File: config.mk
export PLATFORM = sky130hd
export DESIGN_NAME = shift_deserializer
export DESIGN_NICKNAME = d
export VERILOG_FILES = /design/src/rtl/shift_deserializer_pkg.sv /design/src/rtl/shift_deserializer_cell.sv /design/src/rtl/shift_deserializer.sv
export SDC_FILE = /design/constraint.sdc
export NUM_CORES = 1
export LEC_CHECK = 0
export BUFFER_PORTS_ARGS = -buffer_cell sky130_fd_sc_hd__buf_2
export CELL_PAD_IN_SITES_DETAIL_PLACEMENT = 1
export CELL_PAD_IN_SITES_GLOBAL_PLACEMENT = 2
export CORE_MARGIN = 2
export CORE_UTILIZATION = 29
export CTS_CLUSTER_SIZE = 28
export DETAILED_ROUTE_END_ITERATION = 7
export PLACE_DENSITY = 0.83
export RECOVER_POWER = 50
export SLEW_MARGIN = 5
export SYNTH_ARGS = -nofsm -noshare
export SYNTH_HDL_FRONTEND = slang
export SYNTH_SLANG_ARGS = --single-unit
export TNS_END_PERCENT = 30
File: constraint.sdc
create_clock -name clock -period 1.5 [get_ports clock]
set_input_delay 0.15 -clock clock [delete_from_list [all_inputs] [get_ports clock]]
set_output_delay 0.15 -clock clock [all_outputs]
set_load 0.1 [all_outputs]
File: src/rtl/shift_deserializer_pkg.sv
// Shared shift-register definitions: state encodings and default width.
// Used by the deserializer, the parallel-load shift register and future TX.
package shift_defs;

  localparam int DEF_WIDTH = 4;

  typedef enum logic [1:0] {
    IDLE   = 2'd0,
    SHIFT  = 2'd1,
    PARITY = 2'd2,
    DONE   = 2'd3
  } state_t;

endpackage

File: src/rtl/shift_deserializer_cell.sv
// deser_cell: one bit of the deserializer shadow register.
// dir=1 takes the MSB-side neighbour, dir=0 the LSB-side neighbour.
module deser_cell (
  input  logic clock,
  input  logic reset,
  input  logic en,
  input  logic dir,
  input  logic left_nbr,
  input  logic right_nbr,
  output logic q
);

  always_ff @(posedge clock) begin
    if (reset)
      q <= 1'b0;
    else if (en)
      q <= dir ? left_nbr : right_nbr;
  end

endmodule

File: src/rtl/shift_deserializer.sv
// Serial-to-parallel receiver with Valid/Ack handshake.
// Optional trailing even-parity bit: define PARITY_CHECK_EN.
module shift_deserializer
  import shift_defs::*;
#(
  parameter int WIDTH = DEF_WIDTH
) (
  input  logic             clock,
  input  logic             reset,
  input  logic             Start,
  input  logic             ShiftEn,
  input  logic             SerialIn,
  input  logic             RightIn,
  input  logic             Ack,
  output logic [WIDTH-1:0] Q,
  output logic             Valid,
  output logic             Busy,
  output logic             ParityErr
);

  localparam int CW = $clog2(WIDTH);
  localparam logic [CW-1:0] LAST = CW'(WIDTH - 1);

  state_t           state;
  state_t           state_n;
  logic [CW-1:0]    count;
  logic [WIDTH-1:0] shadow;
  logic [WIDTH-1:0] word_n;
  logic             take;
  logic             last;
  logic             clr;

  assign take = (state == SHIFT) && ShiftEn;
  assign last = take && (count == LAST);
  assign clr  = reset || ((state == IDLE) && Start);

  for (genvar i = 0; i < WIDTH; i++) begin : g_cell
    logic l_nbr;
    logic r_nbr;
    if (i == WIDTH - 1) begin : g_msb
      assign l_nbr = SerialIn;
    end else begin : g_mid_l
      assign l_nbr = shadow[i+1];
    end
    if (i == 0) begin : g_lsb
      assign r_nbr = SerialIn;
    end else begin : g_mid_r
      assign r_nbr = shadow[i-1];
    end
    deser_cell u_cell (
      .clock     (clock),
      .reset     (clr),
      .en        (take),
      .dir       (RightIn),
      .left_nbr  (l_nbr),
      .right_nbr (r_nbr),
      .q         (shadow[i])
    );
  end

  // Word as it will look once the final bit lands, so Q loads on that edge
  always_comb begin
    word_n = RightIn ? {SerialIn, shadow[WIDTH-1:1]}
                     : {shadow[WIDTH-2:0], SerialIn};
  end

  always_ff @(posedge clock) begin
    if (reset)
      state <= IDLE;
    else
      state <= state_n;
  end

  always_comb begin
    state_n = state;
    unique case (state)
      IDLE:  if (Start) state_n = SHIFT;
      SHIFT: begin
        if (last) begin
`ifdef PARITY_CHECK_EN
          state_n = PARITY;
`else
          state_n = DONE;
`endif
        end
      end
`ifdef PARITY_CHECK_EN
      PARITY: if (ShiftEn) state_n = DONE;
`endif
      DONE:  if (Ack) state_n = IDLE;
      default: state_n = IDLE;
    endcase
  end

  always_ff @(posedge clock) begin
    if (clr)
      count <= '0;
    else if (take && !last)
      count <= count + 1'b1;
  end

  always_ff @(posedge clock) begin
    if (reset)
      Q <= '0;
    else if (last)
      Q <= word_n;
  end

`ifdef PARITY_CHECK_EN
  always_ff @(posedge clock) begin
    if (reset)
      ParityErr <= 1'b0;
    else if ((state == PARITY) && ShiftEn)
      ParityErr <= ^{Q, SerialIn};
  end
`else
  assign ParityErr = 1'b0;
`endif

  assign Valid = (state == DONE);
  assign Busy  = (state == SHIFT) || (state == PARITY);

endmodule
Word-level counts from Yosys, hierarchy flattened:

Index checks and enable logic that the tools add are counted.

* add/subtract/negate cells: 1
* equality and inequality tests: 7
* multiplexer cells: 9
* reduce and logical (&&, ||, !) cells: 9

Operators with widths (number)
* 2-bit == test, second input constant: 3
* 2-bit two-way mux: 3
* 2-bit != test, second input constant: 3
* 2-bit one-hot mux with 3 select lines: 1
* 1-bit logical AND: 4
* 1-bit two-way mux: 4
* 4-bit two-way mux: 1
* 3-bit AND reduction: 1
* 2-bit by 1-bit adder with 2-bit output, second input constant: 1
* 2-bit by 1-bit == test with 1-bit output, second input constant: 1
* 2-bit zero test: 1
* 1-bit logical OR: 2
* 1-bit zero test: 1

* register bits: 12
* output and inout port bits: 7
* logic and storage cells: 33

Depth between registers and ports, before layout:

Gate-level depths: netlist of the first run.

* word-level depth: 5
* depth in mapped cells: 6
* gate-level depth less buffers: 5

Cells and area by module:

Synthesis of the first run repeated with hierarchy kept, for this count alone.

* cell total of the unflattened synthesis: 67
* area total of the unflattened synthesis: 649.4 µm²

Modules (own cells, without submodules)
* shift_deserializer: times used 1, cells an instance 51, area an instance 464.2 µm², sequential area each 160.2 µm²
* deser_cell: times used 4, cells an instance 4, area an instance 46.3 µm², sequential area each 20.0 µm²

Worst setup path after synthesis of the first run:

No wires, ideal clock.

* path type: flip-flop to flip-flop
* from: register state[0]
* to: register state[0]
* setup time: 0.115 ns
* data arrival time: 1.639 ns
* required time: 1.385 ns
* path slack: -0.254 ns
* cell stages (with the launch flop): 4
* buffers on the path: 0
* clock period less this slack: 1.754 ns
* path through: dfxtp_1 -> ha_1 -> a222oi_1 -> o21a_1

* elaborated cells on any way between the ends: 10
* those cells by class: eq/ne (5); mux (1); reduce/logical (4)

RTL lines
* from (decl): RTL line shift_deserializer.sv:24 `state_t state;`
* from (signal assigned): RTL line shift_deserializer.sv:71 `state <= state_n;`
* 2-bit == test *
* net Valid: RTL line shift_deserializer.sv:16 `output logic Valid,`
* 2-bit != test (no line)
* 3-bit AND reduction (no line)

Mark *: on every way through the listed nets, which the timed path passes. The rest lies on a longest branch.
A chain may end at the register's enable or synchronous reset.

Worst setup path after layout of the first run:

* from: register state[0]
* to: register state[1]

* longest elaborated chain between the ends: 5
* elaborated cells on any way between the ends: 10
* those cells by class: eq/ne (5); mux (1); reduce/logical (4)

Ends and longest elaborated chain
* 2-bit by 1-bit == test with 1-bit output: RTL line shift_deserializer.sv:33, shift_deserializer.sv:76
* 1-bit logical AND: RTL line shift_deserializer.sv:33 `assign take = (state == SHIFT) && ShiftEn;`
* 1-bit logical AND: RTL line shift_deserializer.sv:34 `assign last = take && (count == LAST);`
* 2-bit != test (no line)
* 3-bit AND reduction (no line)

Several ways; a longest one is shown, not always the timed one.

==> results of run 1 <==
-- worst max path at each step --
stage,cells after the start,startpoint,endpoint,slack [ns]
after floorplan,2,state[0]$_SDFFE_PP0P_,Busy,0.09
after global placement,4,state[0]$_SDFFE_PP0P_,state[1]$_SDFFE_PP0P_,0.1
after detailed placement,4,state[0]$_SDFFE_PP0P_,state[1]$_SDFFE_PP0P_,0.04
after CTS,4,state[0]$_SDFFE_PP0P_,state[1]$_SDFFE_PP0P_,0.002
after global routing,5,state[1]$_SDFFE_PP0P_,state[1]$_SDFFE_PP0P_,0.01
final,5,state[0]$_SDFFE_PP0P_,state[1]$_SDFFE_PP0P_,0.04
-- worst max-delay path: stages (launching register included) --
cell and delay (ns):
dfxtp_1 0.43, inv_1 0.08, ha_1 0.23, a222oi_1 0.32, buf_4 0.18, mux2i_1 0.16
-- cells by family after synthesis --
family / count (synthesis) / synth area share, %
AND/OR/NAND/NOR: 18 / 14.50
AO/OA/AOI/OAI: 12 / 15.13
flip-flops: 12 / 40.34
buffers and inverters: 9 / 7.349
multiplexers: 6 / 10.08
adder cells (fa/ha/maj): 5 / 10.50
other: 1 / 0.6296
XOR/XNOR: 1 / 1.471
-- cells in the mapped netlist, drive strengths merged --
library cell   n  share of area [%]
a211oi         8                 10
a21o           1                1.3
a21oi          1               0.84
a222oi         1                1.7
and2           1                1.3
and3           1                1.3
buf            3                3.4
clkbuf         2                1.5
conb           1               0.63
dfxtp         12                 40
ha             5                 11
inv            4                2.5
mux2i          6                 10
nand2          1               0.63
nand2b         3                3.2
nand3b         1                1.3
nor2          11                6.9
o21a           1                1.3
xor2           1                1.5
-- report_power, final --
group          internal, mW  leakage [nW]  switching, mW
clock network         0.148        0.0210          0.106
registers             0.361        0.0973         0.0394
logic                 0.206         0.197          0.329
-- timing repair --
| action | CTS | global route |
|---|---|---|
| resized for setup | 1 | 1 |
| pin swaps | 0 | 1 |
| setup endpoints to repair | 1 | 2 |
| setup buffers | 0 | 1 |
-- routing by layer --
| layer | wire (um) | GRT usage (%) | part of all wire, % | vias to the layer above |
|---|---|---|---|---|
| met2 | 574 | 17.79 | 49 | 8 |
| met5 | 0 | 0 | 0 | - |
| li1 | - | - | - | 242 |
| met1 | 504 | 11.89 | 43 | 228 |
| met4 | 14 | 4.286 | 1.2 | 0 |
| met3 | 71 | 6.135 | 6.1 | 2 |
-- flip-flops by register name, summed over array words and instances, names as in the netlist --
name and cells:
state 2, Q 4, g_cell.u_cell.q 4, count 2
-- area by class of cell --
class | count | area share, %
timing repair buffer | 13 | 11.68
multi-input combinational | 43 | 43.64
inverter | 4 | 2.062
tap | 27 | 4.639
clock buffer | 4 | 4.983
sequential | 12 | 32.99
==> metrics.txt, run 1 <==
WHS=around 0.13 ns; Worst slew margin=64.25%; Final nets=89; DRT Pass-1 Iters=4; worst reg-to-reg path cell count=5; port buffer count=12; final core utilization=roughly 38%; Area Overhead vs Synth=22.27%; total number of clock tree sinks=12; max-slew violations=0; Die Width=49.32 um; Synth Warn #=0; hold path cells=2; Leak=around 0.31 nW; DRC=0; placed inst area=678.2 um^2; GRT Total Usage=11.02%; Hold Crit Start=reset; clk_skew=around 0.0057 ns; Multi-input gate area=approximately 320 um^2; Place WS=0.03898 ns; worst setup path class=flip-flop to flip-flop; period utilisation layout=between 90% and 100%; status=finished, final reports clean; Register Area=240.2 um^2; RR Startpoint=state[0]$_SDFFE_PP0P_; Hold Buf Count CTS=0; insertion delay of the later-clocked pin in the worst-skew pair=0.27 ns; H-tree Lvls=1; Inst Count DP=around 100; RSZ-0062 raised after global routing=false; initial antenna violation count=0; CTS tree=built; vias in the first global route=between 400 and 500; Fin. Hold Viols=0; reg2reg end=state[1]$_SDFFE_PP0P_; CORE AREA=between 1500 and 2000 um^2; Crit. End Element=flip-flop; R2R Setup Slk=~0.038 ns; area of the mapped netlist=between 500 and 600 um^2; most frequent cells in the layout=12 x dfxtp_1, 11 x nor2_1, 8 x a211oi_1; TritonCTS Buffers=3; first-pass GRT wire length=approximately 2000 um; buffer levels on the longest clock path=2; Die Ht=between 40 and 50 um; RD Place Congestion=approximately 0.75; CP Max Fanout=5; pin count of the biggest net entering global routing=9; Max Cap Viol=0; final cell count without fillers=~100; Routed WL=around 1200 um; IO Count=14; HP Class=input port to flip-flop; worst path arrival time=around 1.7 ns; Avg WL per Cell=about 11 um; startpoint class of the critical path=flip-flop; Mean Syn Cell Area=9.306 um^2; Starting Density=between 30% and 40%; post-synthesis sequential area ratio=approximately two fifths; Slew @ Worst Pin=~0.54 ns; final setup TNS=0 ns; number of nets with antenna violations after routing=0; CTS clk-pin slew, worst paths=~0.080 ns; Detailed Route Iter0 Violations=16; Netlist cell types=21; Via density=~4.7; hold path endpoint=Q[1]$_SDFFE_PP0P_; Vias=480; die footprint=between 2000 and 2500 um^2; Pwr Total=about 1.2 mW; Yosys reg bits=12; fraction of layout cells with a size suffix above 1=between 20% and 30%; setup violators final=0; Syn Inst Count=between 60 and 70; achievable frequency=roughly 0.7 GHz; antenna cell count=0; GRT overflow=0; CTS root buf=clkbuf_4; pwr dens=around 1600 nW/um^2; Row Count=16; syn nets=76; Final Cell Area=around 730 um^2; most common cell after layout, fill and taps aside=dfxtp_1; Filler cells=between 200 and 300; final setup margin=~0.038 ns; minimum clock period=1.462 ns; Crit path required time=1.71 ns; maximum VDD drop=approximately 0.67 mV
Power figures use the tool's default switching activity.
==> inputs of run 2 (changes only) <==
CELL_PAD_IN_SITES_DETAIL_PLACEMENT = default   (was 1)
CELL_PAD_IN_SITES_GLOBAL_PLACEMENT = default   (was 2)
CORE_UTILIZATION = 35   (was 29)
PLACE_DENSITY = 0.59   (was 0.83)
==> metrics.txt, run 2 (synthesis gave the netlist of run 1 again) <==
IO Count=14 (unchanged); H-tree Lvls=1 (unchanged); fraction of layout cells with a size suffix above 1=30.67% (was 26.32%); port buffer count=12 (unchanged); placed inst area=664.4 um^2 (was 678.2 um^2); Filler cells=165 (was 251); status=finished, final reports clean (unchanged); Place WS=0.06427 ns (was 0.03898 ns); net switching power=0.4587 mW (was 0.4749 mW); total number of clock tree sinks=12 (unchanged); maximum VDD drop=0.8271 mV (was 0.6711 mV); pwr dens=1647 nW/um^2 (was 1634 nW/um^2); Routed WL=961 um (was 1165 um); Row Count=14 (was 16); insertion delay of the later-clocked pin in the worst-skew pair=0.27 ns (about the same); period utilisation layout=93.40% (was 97.45%); buffer levels on the longest clock path=2 (unchanged); Hold Buf Count CTS=0 (unchanged); final cell count without fillers=91 (was 103); clk_skew=0.003419 ns (was 0.005738 ns); met2 Usage GRT=18.57% (was 17.79%); Post-CTS Setup Repair Bufs=0 (unchanged); Slew @ Worst Pin=0.5378 ns (was 0.5385 ns); DRT Pass-1 Iters=4 (unchanged); number of nets with antenna violations after routing=0 (unchanged); TritonCTS Buffers=3 (unchanged); worst reg-to-reg path cell count=4 (was 5); Inst Count DP=87 (was 98); CTS tree=built (unchanged); initial antenna violation count=0 (unchanged); CP Max Fanout=5 (unchanged); power share of the sequential group=34.7% (was 33.7%); final setup margin=0.09898 ns (was 0.03831 ns); Sw Ratio=39.18% (was 39.92%); final setup TNS=0 ns (unchanged); Top Usage Layer GRT=met2 (unchanged); met3 GRT Util=6.000% (was 6.135%); HP Class=input port to flip-flop (unchanged); GRT overflow=0 (unchanged); Final Cell Area=710.7 um^2 (was 728.2 um^2); worst path arrival time=1.25 ns (was 1.67 ns); CORE AREA=1559 um^2 (was 1942 um^2); Worst slew margin=64.30% (was 64.25%); CTS root buf=clkbuf_4 (unchanged); Fin. Hold Viols=0 (unchanged); CTS clk-pin slew, worst paths=0.07 ns (was 0.08 ns); hold path cells=2 (unchanged); Crit path required time=1.35 ns (was 1.71 ns); Leak=0.3106 nW (was 0.3149 nW); pin count of the biggest net entering global routing=9 (unchanged); Starting Density=38.20% (was 30.67%); max-slew violations=0 (unchanged); most common cell after layout, fill and taps aside=nor2_1 (was dfxtp_1); minimum clock period=1.401 ns (was 1.462 ns); Avg WL per Cell=10.56 um (was 11.31 um); RSZ-0062 raised after global routing=false (unchanged); RD Place Congestion=0.7064 (was 0.7470); Top Registers=Q: 4 flops, g_cell.u_cell.q: 4 flops (unchanged); DRC=0 (unchanged); first-pass GRT wire length=1807 um (was 2001 um); Die Width=45.25 um (was 49.32 um); most frequent cells in the layout=11 x nor2_1, 10 x dfxtp_1, 8 x a211oi_1 (was 12 x dfxtp_1, 11 x nor2_1, 8 x a211oi_1); Via density=4.846 (was 4.660); Post-DP HPWL=~760 um; WHS=0.1451 ns (was 0.1345 ns); Die Ht=45.25 um (was 49.32 um); Power Internal=0.7121 mW (was 0.7147 mW); Area Overhead vs Synth=19.33% (was 22.27%); Max Cap Viol=0 (unchanged); grt met1 use=16.05% (was 11.89%); worst setup path class=flip-flop to primary output (was flip-flop to flip-flop); setup violators final=0 (unchanged); Detailed Route Iter0 Violations=6 (was 16); vias in the first global route=427 (was 475); achievable frequency=0.7138 GHz (was 0.6841 GHz); antenna cell count=0 (unchanged); Logic pwr share=44.2% (was 44.9%); Crit. End Element=primary output (was flip-flop); post_cts resized=0 (was 1); die footprint=2048 um^2 (was 2432 um^2); startpoint class of the critical path=flip-flop (unchanged); Final nets=88 (was 89); Vias=441 (was 480); GRT Total Usage=12.73% (was 11.02%); Clock power frac=21.1% (was 21.4%)
[run 2: cell count changes in the layout (fill, tap and decap cells not counted), sizes merged]
cell  delta
buf      -1
[run 2: metrics by stage]
stage	utilization, %	power, mW
after floorplan	-	0.7860
after global placement	42.62	0.9087
after detailed placement	42.62	0.9145
after CTS	44.94	1.170
after global routing	45.59	1.251
final	45.59	1.171
[run 2: routing by layer]
layer | vias to the layer above | part of all wire (%) | routed length [um]
li1 | 239 | - | -
met1 | 190 | 49 | 474
met2 | 10 | 44 | 419
met3 | 2 | 5.8 | 56
met4 | 0 | 1.1 | 11
met5 | - | 0 | 0
[run 2: worst paths after layout]
| path | start | end | slack [ns] |
|---|---|---|---|
| max | state[0]$_SDFFE_PP0P_ | Valid | 0.1 |
| min | reset | Q[1]$_SDFFE_PP0P_ | 0.15 |
| max reg2reg | state[1]$_SDFFE_PP0P_ | state[1]$_SDFFE_PP0P_ | 0.14 |
| min reg2reg | Q[2]$_SDFFE_PP0P_ | Q[2]$_SDFFE_PP0P_ | 0.50 |
[run 2: critical path, stage by stage, from the launching register on]
cell	delay, ns
dfxtp_4	0.37
ha_2	0.19
buf_2	0.42
[run 2: power by group through the flow]
stage | registers (mW) | clock network [mW] | logic, mW
detailed placement | 0.406 | 0 | 0.508
global placement | 0.403 | 0 | 0.506
floorplan | 0.397 | 0 | 0.389
finish | 0.406 | 0.247 | 0.518
CTS | 0.398 | 0.261 | 0.511
global route | 0.413 | 0.273 | 0.565
[run 2: final cells by class]
type                    count  area, um^2  share of cell area [%]
inverters                   4       15.01                   2.113
multi-input cells          43       319.1                   44.89
flip-flops and latches     12       245.2                   34.51
well taps                  16       20.02                   2.817
clock buffers               4       36.28                   5.106
repair buffers             12       75.07                   10.56
